[src/rtl/lsu_fault_report_if.sv]
// Signal bundle between the LSU address-check stage, the fault reporter and the TLU.
// The slave modport is the reporter's view; the master modport is the LSU/TLU side.
interface lsu_fault_report_if #(
  parameter int ADDR_W = 32,
  parameter int CNT_W  = 8
);
  logic              lsu_pkt_valid_dc1;
  logic              lsu_pkt_dma_dc1;
  logic              lsu_pkt_store_dc1;
  logic [ADDR_W-1:0] start_addr_dc1;
  logic              access_fault_dc1;
  logic              misaligned_fault_dc1;
  logic              lsu_freeze_dc3;
  logic              dec_tlu_flush_lower_wb;
  logic              tlu_fault_ack;
  logic              lsu_fault_valid;
  logic [3:0]        lsu_fault_cause;
  logic [ADDR_W-1:0] lsu_fault_addr;
  logic              lsu_fault_overflow;
  logic [CNT_W-1:0]  lsu_fault_cnt;

  modport slave (
    input  lsu_pkt_valid_dc1, lsu_pkt_dma_dc1, lsu_pkt_store_dc1, start_addr_dc1,
           access_fault_dc1, misaligned_fault_dc1, lsu_freeze_dc3,
           dec_tlu_flush_lower_wb, tlu_fault_ack,
    output lsu_fault_valid, lsu_fault_cause, lsu_fault_addr,
           lsu_fault_overflow, lsu_fault_cnt
  );

  modport master (
    output lsu_pkt_valid_dc1, lsu_pkt_dma_dc1, lsu_pkt_store_dc1, start_addr_dc1,
           access_fault_dc1, misaligned_fault_dc1, lsu_freeze_dc3,
           dec_tlu_flush_lower_wb, tlu_fault_ack,
    input  lsu_fault_valid, lsu_fault_cause, lsu_fault_addr,
           lsu_fault_overflow, lsu_fault_cnt
  );
endinterface

[src/rtl/lsu_fault_report.sv]
// Stages dc1 address-check faults to dc3, captures the first surviving one and
// presents it to the TLU as mcause/mtval under a valid/ack handshake.
module lsu_fault_report #(
  parameter int ADDR_W = 32,
  parameter int CNT_W  = 8
) (
  input  logic              clk,
  input  logic              rst_l,
  lsu_fault_report_if.slave bus
);

  typedef enum logic {
    IDLE   = 1'b0,
    REPORT = 1'b1
  } state_e;

  // dc1 qualification: DMA accesses never report; access fault outranks misaligned.
  logic              fault_dc1;
  logic [3:0]        cause_dc1;

  assign fault_dc1 = bus.lsu_pkt_valid_dc1 & ~bus.lsu_pkt_dma_dc1 &
                     (bus.access_fault_dc1 | bus.misaligned_fault_dc1);
  assign cause_dc1 = {1'b0, 1'b1, bus.lsu_pkt_store_dc1, bus.access_fault_dc1};

  logic              dc2_fault, dc3_fault;
  logic [3:0]        dc2_cause, dc3_cause;
  logic [ADDR_W-1:0] dc2_addr,  dc3_addr;

  // NOTE: sequential state uses non-blocking assignments so every register
  // samples the pre-edge value of its source, regardless of statement order.
  always_ff @(posedge clk or negedge rst_l) begin
    if (!rst_l) begin
      dc2_fault <= 1'b0;
      dc3_fault <= 1'b0;
    end else if (bus.dec_tlu_flush_lower_wb) begin
      dc2_fault <= 1'b0;
      dc3_fault <= 1'b0;
    end else if (!bus.lsu_freeze_dc3) begin
      dc2_fault <= fault_dc1;
      dc3_fault <= dc2_fault;
    end
  end

  // NOTE: the payload registers are qualified by the fault bits, so their reset
  // is not functionally needed; it is kept because it is cheap and aids debug.
  always_ff @(posedge clk or negedge rst_l) begin
    if (!rst_l) begin
      dc2_cause <= '0;
      dc3_cause <= '0;
      dc2_addr  <= '0;
      dc3_addr  <= '0;
    end else if (!bus.lsu_freeze_dc3) begin
      dc2_cause <= cause_dc1;
      dc3_cause <= dc2_cause;
      dc2_addr  <= bus.start_addr_dc1;
      dc3_addr  <= dc2_addr;
    end
  end

  // A dc3 fault counts only on a cycle where the pipe actually retires it.
  logic dc3_take;
  assign dc3_take = dc3_fault & ~bus.lsu_freeze_dc3 & ~bus.dec_tlu_flush_lower_wb;

  state_e            state_q, state_d;
  logic              capture;
  logic              ovf_q, ovf_d;
  logic [3:0]        cause_q;
  logic [ADDR_W-1:0] addr_q;
  logic [CNT_W-1:0]  cnt_q;

  always_ff @(posedge clk or negedge rst_l) begin
    if (!rst_l) begin
      state_q <= IDLE;
      ovf_q   <= 1'b0;
    end else begin
      state_q <= state_d;
      ovf_q   <= ovf_d;
    end
  end

  // NOTE: every output of this block is given a default first, so no path
  // through the case leaves a signal unassigned and no latch is inferred.
  always_comb begin
    state_d = state_q;
    ovf_d   = ovf_q;
    capture = 1'b0;
    unique case (state_q)
      IDLE: begin
        if (dc3_take) begin
          capture = 1'b1;
          state_d = REPORT;
        end
      end
      REPORT: begin
        if (bus.tlu_fault_ack) begin
          ovf_d = 1'b0;
          if (dc3_take) capture = 1'b1;
          else          state_d = IDLE;
        end else if (dc3_take) begin
          ovf_d = 1'b1;
        end
      end
      default: state_d = IDLE;
    endcase
  end

  always_ff @(posedge clk or negedge rst_l) begin
    if (!rst_l) begin
      cause_q <= '0;
      addr_q  <= '0;
    end else if (capture) begin
      cause_q <= dc3_cause;
      addr_q  <= dc3_addr;
    end
  end

  // Saturating count of every retired dc3 fault, captured or dropped.
  always_ff @(posedge clk or negedge rst_l) begin
    if (!rst_l) begin
      cnt_q <= '0;
    end else if (dc3_take && (cnt_q != {CNT_W{1'b1}})) begin
      cnt_q <= cnt_q + 1'b1;
    end
  end

  assign bus.lsu_fault_valid    = (state_q == REPORT);
  assign bus.lsu_fault_cause    = cause_q;
  assign bus.lsu_fault_addr     = addr_q;
  assign bus.lsu_fault_overflow = ovf_q;
  assign bus.lsu_fault_cnt      = cnt_q;

endmodule

[src/flat_wrapper.sv]
// flat-port wrapper written by rule: the top's interface ports become plain ports
module lsu_fault_report_flat 
#(
  parameter int ADDR_W = 32,
  parameter int CNT_W  = 8
)
  (clk, rst_l, bus_lsu_pkt_valid_dc1, bus_lsu_pkt_dma_dc1, bus_lsu_pkt_store_dc1, bus_start_addr_dc1, bus_access_fault_dc1, bus_misaligned_fault_dc1, bus_lsu_freeze_dc3, bus_dec_tlu_flush_lower_wb, bus_tlu_fault_ack, bus_lsu_fault_valid, bus_lsu_fault_cause, bus_lsu_fault_addr, bus_lsu_fault_overflow, bus_lsu_fault_cnt);
  lsu_fault_report_if #(.ADDR_W(ADDR_W), .CNT_W(CNT_W)) bus_i ();
  input  logic clk;
  input  logic rst_l;
  input wire logic [$bits(bus_i.lsu_pkt_valid_dc1)-1:0] bus_lsu_pkt_valid_dc1;
  input wire logic [$bits(bus_i.lsu_pkt_dma_dc1)-1:0] bus_lsu_pkt_dma_dc1;
  input wire logic [$bits(bus_i.lsu_pkt_store_dc1)-1:0] bus_lsu_pkt_store_dc1;
  input wire logic [$bits(bus_i.start_addr_dc1)-1:0] bus_start_addr_dc1;
  input wire logic [$bits(bus_i.access_fault_dc1)-1:0] bus_access_fault_dc1;
  input wire logic [$bits(bus_i.misaligned_fault_dc1)-1:0] bus_misaligned_fault_dc1;
  input wire logic [$bits(bus_i.lsu_freeze_dc3)-1:0] bus_lsu_freeze_dc3;
  input wire logic [$bits(bus_i.dec_tlu_flush_lower_wb)-1:0] bus_dec_tlu_flush_lower_wb;
  input wire logic [$bits(bus_i.tlu_fault_ack)-1:0] bus_tlu_fault_ack;
  output wire logic [$bits(bus_i.lsu_fault_valid)-1:0] bus_lsu_fault_valid;
  output wire logic [$bits(bus_i.lsu_fault_cause)-1:0] bus_lsu_fault_cause;
  output wire logic [$bits(bus_i.lsu_fault_addr)-1:0] bus_lsu_fault_addr;
  output wire logic [$bits(bus_i.lsu_fault_overflow)-1:0] bus_lsu_fault_overflow;
  output wire logic [$bits(bus_i.lsu_fault_cnt)-1:0] bus_lsu_fault_cnt;
  assign bus_i.lsu_pkt_valid_dc1 = bus_lsu_pkt_valid_dc1;
  assign bus_i.lsu_pkt_dma_dc1 = bus_lsu_pkt_dma_dc1;
  assign bus_i.lsu_pkt_store_dc1 = bus_lsu_pkt_store_dc1;
  assign bus_i.start_addr_dc1 = bus_start_addr_dc1;
  assign bus_i.access_fault_dc1 = bus_access_fault_dc1;
  assign bus_i.misaligned_fault_dc1 = bus_misaligned_fault_dc1;
  assign bus_i.lsu_freeze_dc3 = bus_lsu_freeze_dc3;
  assign bus_i.dec_tlu_flush_lower_wb = bus_dec_tlu_flush_lower_wb;
  assign bus_i.tlu_fault_ack = bus_tlu_fault_ack;
  assign bus_lsu_fault_valid = bus_i.lsu_fault_valid;
  assign bus_lsu_fault_cause = bus_i.lsu_fault_cause;
  assign bus_lsu_fault_addr = bus_i.lsu_fault_addr;
  assign bus_lsu_fault_overflow = bus_i.lsu_fault_overflow;
  assign bus_lsu_fault_cnt = bus_i.lsu_fault_cnt;
  lsu_fault_report #(.ADDR_W(ADDR_W), .CNT_W(CNT_W)) u_core (.clk(clk), .rst_l(rst_l), .bus(bus_i));
endmodule
[config.mk]
export PLATFORM = sky130hd
export DESIGN_NAME = lsu_fault_report_flat
export DESIGN_NICKNAME = d
export VERILOG_FILES = /design/src/rtl/lsu_fault_report_if.sv /design/src/rtl/lsu_fault_report.sv /design/src/flat_wrapper.sv
export SDC_FILE = /design/constraint.sdc
export NUM_CORES = 1
export LEC_CHECK = 0
export CAP_MARGIN = 0
export CORE_UTILIZATION = 46
export DETAILED_ROUTE_END_ITERATION = 12
export HOLD_SLACK_MARGIN = 0.1
export PLACE_DENSITY = 0.75
export SLEW_MARGIN = 20
export SYNTH_ARGS = -nofsm -noshare
export SYNTH_HDL_FRONTEND = slang
export SYNTH_SLANG_ARGS = --single-unit
[constraint.sdc]
create_clock -name clk -period 1.43 [get_ports clk]
set_input_delay 0.429 -clock clk [delete_from_list [all_inputs] [get_ports clk]]
set_output_delay 0.429 -clock clk [all_outputs]
set_load 0.02 [all_outputs]
Word level (Yosys, flattened, before mapping)
Cells that the tools add are included.
{"block": "op_classes", "n_bitwise": 9, "n_mux": 11, "n_eq_ne": 2, "reduce_logical": 3, "addsub": 1}
{"op": "$mux W1", "n": 9}
{"op": "$add A8 B1 Y8 const B", "n": 1}
{"op": "$ne A8 B8 Y1 const B", "n": 1}
{"op": "$and A1 B1 Y1", "n": 4}
{"op": "$not A1 Y1", "n": 4}
{"op": "$pmux W1 S2", "n": 2}
{"op": "$ne A2 B1 Y1 const B", "n": 1}
{"op": "$reduce_and A2 Y1", "n": 1}
{"op": "$reduce_bool A2 Y1", "n": 1}
{"op": "$logic_and A1 B1 Y1", "n": 1}
{"op": "$or A1 B1 Y1", "n": 1}
{"block": "word_totals", "output_inout_bits": 46, "wordCells": 37, "regBits": 117, "input_bits": 42}

Logic depth before layout (Yosys ltp)
{"block": "logic_depth", "depth_word": 6, "ltp_mapped": 5, "ltp_nobuf": 4}

Least setup slack after synthesis
Ideal clock, no wire load.
{"block": "synth_timing", "kind": "flip-flop to flip-flop", "from": "register u_core.cnt_q[0] (netlist: u_core.bus.lsu_fault_cnt[0])", "to": "register u_core.cnt_q[1] (netlist: u_core.bus.lsu_fault_cnt[1])", "t_arrival_ns": 1.503, "required_ns": 1.305, "slack_ns": -0.197, "path_stages_with_launch": 5, "setup_ns": 0.125, "synth_period_minus_slack_ns": 1.627, "path_cell_list": "dfrtp_1 > ha_1 > nand4_1 > o21ai_0 > mux2_2"}
{"block": "synth_between", "elab_chain_len": 2, "elab_cells_between_ends": 3, "cone_classes": "add/sub (1); eq/ne (1); reduce/logical (1)"}
{"item": "from (decl)", "line": "lsu_fault_report.sv:69", "rtl": "logic [CNT_W-1:0] cnt_q;"}
{"item": "from (signal assigned)", "line": "lsu_fault_report.sv:122", "rtl": "cnt_q <= cnt_q + 1'b1;"}
{"item": "parallel branches: the longest is 2 deep, another holds $add A8 B1 Y8"}
Parallel ways; which one is timed is not known.
A chain may end at the register's enable or synchronous reset.

Final worst setup path
{"block": "layout_timing", "from": "register u_core.cnt_q[6] (netlist: u_core.bus.lsu_fault_cnt[6])", "to": "output bus_lsu_fault_cnt[6]"}
{"item": "to (decl)", "line": "flat_wrapper.sv:24", "rtl": "output wire logic [$bits(bus_i.lsu_fault_cnt)-1:0] bus_lsu_fault_cnt;"}
No word-level cell between the ends.

==> impl_results.md <==
- Ys async rst share: 100.0%
- Vias in the first global route: 2846
- Seq/Total Area, Yosys: 63.57%
- EDFF count, synth: 0
- IO Pins: 88
- GRT Total Usage: between 10% and 20%
- Worst path buffer plus inverter count: 1
- Critical Path, Cell by Cell: buf_6
- Fin area: 6800 sq um
- Global-route wire length before repair: ~14 mm
- DRC: 0
- Starting density of the core: between 40% and 50%
- Syn-to-layout area delta: 47.65%
- Via Count: between 2000 and 3000
- Most frequent cell after synthesis: dfrtp_1
- Via/cell ratio: 4.813
- Max Freq: ~0.67 GHz
- Die X: 102.1 um
- CTS Buffer Depth: 2
- H-Tree Depth: 4
- Delay-heaviest family, CP: flip-flops
- Fin nets: ~480
- Layout cells sized above 1: 58.31%
- Tcrit/Tclk final: 105.0%
- Area of the multi-input gates: 1614 sq um
- Synthesis warning total: 0
- Syn Inst Count: 278
- Slowest stage delay, CP: a little over 0.4 ns
- Post-DR wirelength/cell: approximately 15 um
- Die extent in y: a little over 100 um
- Largest net degree at the start of global routing: 66
- Synth top area cells: dfrtp_1 64%, mux2_2 19%, mux2_4 9.8%
- I/O Buffers: between 80 and 90
- Crit end category: output pin
- Main synth FF type: dfrtp_1
- Post-Syn Area per Cell: 16.57 sq um
- CP Class: reg2out
- Post-Syn Area: 4606 sq um
- Status: complete, but fails checks
- Core Region: 9729 sq um
- Synth top cells by count: 117 x dfrtp_1, 76 x mux2_2, 30 x mux2_4
- Clk slew on worst S/H paths: 0.06 ns
- N_diodes: 0
- CP max-delay cell: dfrtp_1
- Startpoint class of the critical path: flop
- Register area: between 2000 and 3000 sq um
- Total CTS buffers: 17
- Synth top area share: a little under two thirds
- Register bit total from synthesis: about 120
- Pleak: 0.003251 uW
- Post-DP HPWL: about 5.4 mm
- Max cap viols: 0
- VDD IR max: 0.9451 mV
- Final worst slack: -0.07210 ns
- RePlAce Congestion: 0.7934
- Worst Skew: 0.009235 ns
- CP required: 1.00 ns
- Tightest Hold Check Type: in2reg
- Post-synth cell types: 32
- Root Buffer Master: clkbuf_8
- Top cell type by total area after synthesis: dfrtp_1
- Syn Nets: 321
- Max-slew violations: 0
- Die area: about 10000 sq um
- PwrDens: between 1000 and 1500 nW/um^2
- Crit path DAT: approximately 1.1 ns
- Worst-path fanout max: 2
- Drt first pass iters: 4
- Hold Fails Final Rpt: 0
- Final Power: 9666 uW
- RSZ-0062 raised after global routing: yes
- Hold slack final: roughly 0.41 ns
- Initial antenna violation count: 0
- DP Area: 5779 sq um
- Post-route ant nets: 0
- Fin crit period: 1.502 ns
- Core Rows: 36
- Clk Latency, worst-skew pair: 0.51 ns
- GRT Residual Overflow: 0
- Failing checks: setup timing
- Count of final setup violators: 45
- Fillers: roughly 660
- WL final: ~9.0 mm
- CTS sink count: around 120
- DRT iter0 DRCs: 48
- CTS tree: built
sequential cells by signal, summed over array words and instances (netlist names):
name	flops
u_core.dc3_fault	1
u_core.dc3_cause	3
u_core.bus.lsu_fault_cause	3
u_core.dc2_fault	1
u_core.bus.lsu_fault_cnt	8
u_core.bus.lsu_fault_overflow	1
u_core.bus.lsu_fault_addr	32
u_core.dc2_addr	32
u_core.dc3_addr	32
u_core.dc2_cause	3
u_core.bus.lsu_fault_valid	1
power breakdown:
part           switching (uW)  internal, uW
clock                    1570          2710
sequential                228          3700
combinational             528           934
total                    2320          7340
routing by layer:
metal | wire length [um] | part of all wire (%) | GRT usage, % | up-vias
met1 | 3790 | 42 | 21.12 | 1439
met2 | 4766 | 53 | 29.84 | 55
met5 | 0 | 0 | 0 | -
met3 | 324 | 3.6 | 5.609 | 12
li1 | - | - | - | 1305
met4 | 118 | 1.3 | 8.681 | 0
stage by stage:
stage	setup TNS [ns]	setup slack, ns	instances	utilization, %
5_1_grt	-4.008	-0.1048	584	69.89
2_1_floorplan	-0.09905	-0.05871	278	-
3_5_place_dp	-22.03	-0.5824	507	59.40
4_1_cts	-2.924	-0.08947	566	68.33
6_report	-1.821	-0.07210	584	69.89
3_3_place_gp	-21.01	-0.5149	507	59.40
cell usage in the layout (no fill, tap or decap), drive strengths merged, types with 2 or more instances in the layout:
cell type      synthesis  layout
dfrtp                117     117
buf                   13     114
mux2                 107     107
clkdlybuf4s50          0      38
clkbuf                 0      18
nand2                  7       7
clkinvlp               0       6
nand3                  4       4
nor2                   4       4
a21oi                  4       4
nand2b                 3       3
inv                    0       3
bufinv                 0       3
nor3                   2       2
a211oi                 2       2
clkinv                 0       2
worst paths after layout:
kind | start | end | slack [ns] | depth (start not counted)
max | u_core.bus.lsu_fault_cnt[6]$_DFFE_PN0P_ | bus_lsu_fault_cnt[6] | -0.07 | 1
min | bus_lsu_freeze_dc3 | u_core.dc2_cause[2]$_DFFE_PN0N_ | 0.41 | 3
max reg2reg | u_core.bus.lsu_fault_cnt[1]$_DFFE_PN0P_ | u_core.bus.lsu_fault_cnt[5]$_DFFE_PN0P_ | 0.01 | 6
min reg2reg | u_core.dc2_cause[2]$_DFFE_PN0N_ | u_core.dc2_cause[2]$_DFFE_PN0N_ | 0.47 | 1
max in group asynchronous | rst_l | u_core.dc2_addr[6]$_DFFE_PN0N_ | 0.66 | 3
min in group asynchronous | rst_l | u_core.dc3_addr[25]$_DFFE_PN0N_ | 0.46 | 3
logic make-up after synthesis:
group                    after synthesis  share of synthesized area, %
flip-flops                           117                         63.57
XOR/XNOR                               2                        0.3804
AND/OR/NAND/NOR                       25                         3.287
AO/OA/AOI/OAI                         11                         1.712
adder cells (fa/ha/maj)                1                        0.2716
buffers and inverters                 13                         1.874
other                                  1                       0.08142
multiplexers                         108                         28.82
cell type report:
cell class | instances | share of cell area [%]
Sequential cell | 117 | 43.09
Multi-Input combinational cell | 148 | 23.74
Timing Repair Buffer | 154 | 21.86
Clock buffer | 18 | 6.293
Clock inverter | 14 | 2.576
Tap cell | 133 | 2.447
repair_timing:
| action | 4_1_cts | 5_1_grt |
|---|---|---|
| endpoints found under the setup margin | 47 | 51 |
| pin swaps | 1 | 3 |
| hold buffers | 1 | 0 |
| gates resized for setup | 273 | 4 |
| cloned | 0 | 0 |
| buffers inserted | 26 | 18 |
| endpoints found under the hold margin | 117 | 0 |
No activity file was read; power rests on OpenSTA's default activity.
==> RTL edit: new RTL, same flow settings <==
Put a register stage on the output `bus.lsu_fault_valid`. The value now appears one clock later.
--- a/src/rtl/lsu_fault_report.sv
+++ b/src/rtl/lsu_fault_report.sv
@@ -123,7 +123,9 @@
     end
   end
 
-  assign bus.lsu_fault_valid    = (state_q == REPORT);
+  always_ff @(posedge clk) begin
+    bus.lsu_fault_valid <= (state_q == REPORT);
+  end
   assign bus.lsu_fault_cause    = cause_q;
   assign bus.lsu_fault_addr     = addr_q;
   assign bus.lsu_fault_overflow = ovf_q;
Behaviour: not the same (a bounded check fails within 4 cycles, from zero or initial values and one cycle with rst_l low).
==> RTL edit against the original RTL <==
Critical path type unchanged; sequential cell count up 1; total power down 3.8%; count of clock-buffer cells in the layout up 3; highest routed layer unchanged; routed wire length down 1.9%; setup slack worse by 0.020 ns; the run still ends with setup timing left; clock power down 8.2%; first-iteration DRC count unchanged; synthesized area up 0.43%; cell area down 1.6%.
==> RTL edit: results (changes against the original RTL) <==
- Status: complete, but fails checks
- Failing checks: setup timing
- Post-Synth Adder-Cell Area: 0.002705 (-0.00001176)
- Met1 Use GR: 0.2111 (about the same)
- Setup slack at placement: -0.7038 ns (-0.1214 ns)
- Setup total negative slack: -1.472 ns (+0.3492 ns)
- Vias in the first global route: 2936 (+3.2%)
- Max Buffers Root-to-Sink: 2 (unchanged)
- Setup violators final: 44 (-2.2%)
- Critical path peak fanout: 3 (+1)
- Via density: 4.907 (+1.9%)
- Synth top area cells: dfrtp_1 63%, mux2_2 19%, mux2_4 9.7%, buf_2 0.97%, buf_6 0.73%
- Total track usage: 0.1847 (+0.005499)
- Post-DR wirelength/cell: 15.50 um (+0.56%)
- Clk pin slew, worst setup/hold paths: 0.06 ns (about the same)
- Setup bufs post-CTS: 22 (-15%)
- Post-Synth XOR/XNOR Area: 0.003787 (-0.00001646)
- Post-synth ARST share: 0.9915 (-0.008475)
- Non-filler cells, final: 570 (-2.4%)
- P_leak: 3.171 nW (-2.5%)
- Met1 wire length: 3656 um (-3.5%)
- Final Worst Setup Slack: -0.09224 ns (-0.02014 ns)
- Sw frac: 0.2371 (-0.003221)
- Synth cell types: 33 (+3.1%)
- Synth Area in Compound Gates: 0.01704 (-0.00007407)
- CP Data Arrival Time: 1.09 ns (+0.02 ns)
- Met2 wire length: 4769 um (about the same)
- Mapped Cells: 279 (+0.36%)
- Nets: 467 (-2.9%)
- DP Wirelength: 5724 um (+5.0%)
- Placed inst area: 5779 um2 (unchanged)
- RePlAce Congestion: 0.8375 (+5.6%)
- CTS resizes: 275 (+0.73%)
- Clock power share: 0.423 (-0.020)
- First-pass GRT wire length: 14190 um (+2.3%)
- Layout cells sized above 1: 0.5767 (-0.006490)
- Max VDD drop: 0.8981 mV (-5.0%)
- Syn nets: 322 (+0.31%)
- Total CTS buffers: 17 (unchanged)
- Routed wl met3: 290 um (-10%)
- Global routing usage on met3: 0.06703 (+0.01094)
- Mux share of post-synthesis cell area: 0.2870 (-0.001247)
- Met2 Usage GRT: 0.3072 (+0.008776)
- Clock Skew: 0.007231 ns (-0.002004 ns)
- Filler cells: 700 (+6.7%)
- Largest net degree at the start of global routing: 48 (-27%)
[RTL edit: cell types whose count changed after synthesis]
| cell | change |
|---|---|
| dfxtp_1 | +1 |
[RTL edit: worst paths after layout]
path	endpoint	slack (ns)	startpoint	cells past startpoint
max	bus_lsu_fault_cnt[2]	-0.09	u_core.bus.lsu_fault_cnt[2]	1
min	u_core.dc3_fault	0.36	bus_dec_tlu_flush_lower_wb	2
max reg2reg	u_core.bus.lsu_fault_cnt[5]	0.03	u_core.dc3_fault	3
min reg2reg	u_core.bus.lsu_fault_valid	0.43	u_core.state_q	0
max in group asynchronous	u_core.bus.lsu_fault_cnt[0]	0.55	rst_l	3
min in group asynchronous	u_core.bus.lsu_fault_addr[18]	0.37	rst_l	2
[RTL edit: final cells by class]
class,count,area [um2],share of cell area
clock buffer,21,469.2,0.07009
clock inverter,11,100.1,0.01495
multi-input combinational,148,1638,0.2447
sequential,118,2952,0.4409
tap,133,166.4,0.02486
timing repair buffer,139,1369,0.2045
